==> config.mk <==
export PLATFORM = sky130hd
export DESIGN_NAME = barrel_shifter
export DESIGN_NICKNAME = d
export VERILOG_FILES = /design/src/rtl/barrel_shifter.sv
export SDC_FILE = /design/constraint.sdc
export NUM_CORES = 1
export LEC_CHECK = 0
export CAP_MARGIN = 20
export CORE_MARGIN = 2
export CORE_UTILIZATION = 46
export DETAILED_ROUTE_END_ITERATION = 8
export PLACE_DENSITY_LB_ADDON = 0.15
export SLEW_MARGIN = 10
export SYNTH_ARGS = -nofsm -noshare
export SYNTH_HDL_FRONTEND = slang
export SYNTH_SLANG_ARGS = --single-unit
==> constraint.sdc <==
create_clock -name clk -period 2.5 [get_ports clk]
set_clock_uncertainty 0.1 [all_clocks]
set_input_delay 0.375 -clock clk [delete_from_list [all_inputs] [get_ports clk]]
set_output_delay 0.375 -clock clk [all_outputs]
set_load 0.005 [all_outputs]
==> src/rtl/barrel_shifter.sv <==
// Registered logarithmic barrel shifter: SRL, SLL, SRA and (with BARREL_SHIFTER_ROTATE_EN) ROR.
// Without BARREL_SHIFTER_ROTATE_EN the rotate fill path is absent and op 11 behaves as SRL.
module barrel_shifter #(
    parameter int WIDTH   = 8,
    localparam int SHAMT_W = $clog2(WIDTH)
) (
    input  logic               clk,
    input  logic               rst,
    input  logic               in_valid,
    input  logic [WIDTH-1:0]   a,
    input  logic [SHAMT_W-1:0] b,
    input  logic [1:0]         op,
    output logic [WIDTH-1:0]   o,
    output logic               out_valid,
    output logic               zero
);

    logic             left;
    logic             fill;
    logic [WIDTH-1:0] a_rev;
    logic [WIDTH-1:0] net_in;
    logic [WIDTH-1:0] net_out;
    logic [WIDTH-1:0] net_out_rev;
    logic [WIDTH-1:0] result;
    logic [WIDTH-1:0] stage [SHAMT_W+1];

    assign left = (op == 2'b01);
    assign fill = (op == 2'b10) & a[WIDTH-1];

`ifdef BARREL_SHIFTER_ROTATE_EN
    logic rotate;
    assign rotate = (op == 2'b11);
`endif

    // Left shifts reuse the right-shift network by mirroring the operand around it.
    for (genvar i = 0; i < WIDTH; i++) begin : g_rev
        assign a_rev[i]       = a[WIDTH-1-i];
        assign net_out_rev[i] = net_out[WIDTH-1-i];
    end

    assign net_in   = left ? a_rev : a;
    assign stage[0] = net_in;

    for (genvar k = 0; k < SHAMT_W; k++) begin : g_stage
        localparam int S = 1 << k;
        logic [S-1:0] hi;
`ifdef BARREL_SHIFTER_ROTATE_EN
        assign hi = rotate ? stage[k][S-1:0] : {S{fill}};
`else
        assign hi = {S{fill}};
`endif
        assign stage[k+1] = b[k] ? {hi, stage[k][WIDTH-1:S]} : stage[k];
    end

    assign net_out = stage[SHAMT_W];
    assign result  = left ? net_out_rev : net_out;

    // NOTE: state registers use non-blocking assignments so every flop samples pre-edge values.
    always_ff @(posedge clk) begin
        if (rst) begin
            o         <= '0;
            out_valid <= 1'b0;
            zero      <= 1'b0;
        end else begin
            out_valid <= in_valid;
            if (in_valid) begin
                o    <= result;
                zero <= (result == '0);
            end
        end
    end

endmodule

==> metrics <==
Fin Setup TNS=0 ns; Die W=48.23 um; Post-CTS Setup Inserts=0; Worst Hold Launch=o[5]$_SDFFE_PP0P_; RR Startpoint=o[7]$_SDFFE_PP0P_; fin nets=about 150; Most used DFF post-synth=dfxtp_1; fin worst setup slack=approximately 0.14 ns; Syn Area/Cell=~9.1 um2; number of global-route vias before repair=roughly 840; top-level port count=26; pin count of the biggest net entering global routing=18; Yosys Warn Count=0; placer congestion estimate=0.8609; FF/Latch Area=approximately 200 um2; fill count=approximately 150; Worst Tran Pin Value=around 0.37 ns; crit-path cells=clkdlybuf4s50_1, nor2b_1, buf_4, buf_12, mux4_2, mux2i_4, nor2_1, o22ai_1, a211oi_1; total grt overflow=0; number of max-cap violations=0; ant diodes=0; critical path depth=9; crit-path leading delay family=buffers and inverters; die area=between 0.002 and 0.0025 mm2; Initial Util=between 50 and 60%; Area growth, synth to finish=42.70%; Critical Path Start=op[0]; Tmin final=roughly 2.4 ns; fmax=between 0.4 and 0.5 GHz; Netlist cell types=32; final cell count without fillers=about 160; Mapped Area=899.6 um2; layout cell share with drive strength beyond 1=22.31%; Multi-input gate area=between 600 and 700 um2; Post-Place Cells=152; CTS clk-pin slew, worst paths=roughly 0.06 ns; CTS max path bufs=2; PortBufs=25; Leak=between 0.4 and 0.5 nW; nature of the critical path endpoint=flip-flop; core area=between 0.0015 and 0.002 mm2; slowest CP cell=mux4_2; unrepaired setup endpoints after global routing=no; Num CTS Buffers=3; Req. time, crit path=between 2 and 3 ns; clock sinks=10; Worst R2R Path Depth=2; post-DR wirelength/cell=~15 um; Clock Latency Late Sink=0.25 ns; initial antenna violation count=0; CP Buf/Inv Count=3; drt pass-1 iters=4; post-cts hold buffer count=0; Critical Path Max Stage Delay=0.51 ns; result of the run=finished, final reports clean; Hold Vio Cnt, Final=0; VDD IR max=roughly 0.32 mV; CTS tree=built; path type of the worst setup path=input pin to flip-flop; Setup WS pre-CTS=-0.2048 ns; root buf cell=clkbuf_4; syn nets=115; # setup viols final=0; starting DRC count in detailed routing=45; Global Route Usage Sum=23.53%; asr flop ratio synth=0%; Worst Path Arrival=2.39 ns; Site Rows=15; Hold Crit Class=flip-flop to flip-flop; CP Max Fanout=6; PwrDens=approximately 380 mW/mm2; via count=935; Final Util=between 70% and 80%; H-tree depth=1; DRT antenna net count=0; period utilization=94.54%; first-pass GRT wire length=3836 um; sequential fraction of the synthesis area=between 20% and 30%; die height=around 48 um; drt via density=a little over 6; Finished Cell Area=between 0.001 and 0.0015 mm2; drt total wl=2278 um; Startpoint Class=input pin; Post-Synthesis Cells=99; Post-synth EDFFs=0; Hold Path Stages=2; drt drc=0; #FFs+latches synth=10; Slew HR=around 75%; Max Slew Vio Count=0; Post-DP Area=0.001232 mm2; DPL Wire Length=1738 um
==> placed cells by master (no fill, tap or decap) <==
master            n
clkdlybuf4s50_1  25
nand2_1          13
nor2_1           11
buf_4            11
dfxtp_1          10
mux4_2            5
nand2b_1          5
a21oi_1           5
a311oi_1          4
mux4_1            3
o211ai_1          3
nand3_1           3
clkbuf_4          3
nor2b_1           2
mux2i_4           2
mux2i_1           2
inv_1             2
a211oi_1          2
nand4b_1          1
xnor2_1           1
a21boi_0          1
nor4bb_1          1
nor3b_1           1
a211o_1           1
a21oi_2           1
o22ai_1           1
o22ai_2           1
nor2_2            1
o221ai_2          1
nand3b_1          1
o221ai_1          1
or3_1             1
o211ai_2          1
a211oi_2          1
nor3_2            1
a22o_1            1
buf_12            1
==> cells in the mapped netlist, drive strengths merged (4+ instances only) <==
cell type	n	area, um2
o211ai	4	35.03
a21oi	6	30.03
nor2	12	45.04
buf	4	32.53
nand2	13	48.80
clkbuf	5	18.77
nand2b	5	31.28
mux4	8	198.9
dfxtp	10	200.2
a311oi	4	35.03
mux2i	4	52.55
==> stage by stage <==
| stage | hold WS, ns | power, W |
|---|---|---|
| global placement | 0.3573 | 0.0003671 |
| floorplan | 0.3624 | 0.0002872 |
| CTS | 0.3673 | 0.0004768 |
| detailed placement | 0.3626 | 0.0003710 |
| global route | 0.3922 | 0.0005229 |
| finish | 0.3632 | 0.0004888 |
==> worst register-to-register path, delay by kind of cell (launching register included) <==
| family | cells | cell delay [ns] |
|---|---|---|
| DFF | 1 | 0.33 |
| AOI/OAI and AO/OA | 1 | 0.24 |
| and+or+nand+nor | 1 | 0.04 |
==> where the power goes <==
part           internal, W  total, W  switching [W]  leakage, nW
Combinational     0.000113  0.000208      0.0000949        0.380
Clock            0.0000554  0.000105      0.0000499       0.0138
Sequential        0.000170  0.000175     0.00000476       0.0825
Total             0.000339  0.000489       0.000150        0.477
==> final timing paths <==
check | end | slack, ns
worst min-delay path | o[5]$_SDFFE_PP0P_ | 0.36
worst max-delay path | o[4]$_SDFFE_PP0P_ | 0.14
worst max register to register | o[7]$_SDFFE_PP0P_ | 1.70
worst min register to register | o[5]$_SDFFE_PP0P_ | 0.36
==> registers in the layout, summed over array words and instances, names as in the netlist <==
register,count
out_valid,1
zero,1
o,8
==> kinds of logic after synthesis <==
kind of cell    synth area share (%)
flops                          22.25
buf+inv                        6.537
simple gates                   21.98
xor+xnor                      0.9738
compound gates                 20.31
mux                            27.96
==> final cells by class <==
class / count / area share [%]
Clock buffer: 3 / 1.754
Inverter: 2 / 0.5848
Multi-Input combinational cell: 78 / 52.14
Sequential cell: 10 / 15.59
Tap cell: 25 / 2.437
Timing Repair Buffer: 37 / 27.49
==> what timing repair did <==
item / in CTS / in global routing
endpoints found under the hold margin: 0 / 0
endpoints found under the setup margin: 0 / 5
gates resized for setup: 0 / 9
==> routing by layer <==
metal	vias up	wire length (um)	GRT usage, %
met3	6	213	5.926
met5	-	0	0
met2	53	1075	38.68
li1	440	-	-
met4	0	45	3.784
met1	436	943	31.74
Note: power is estimated with default switching activity, not from simulation.
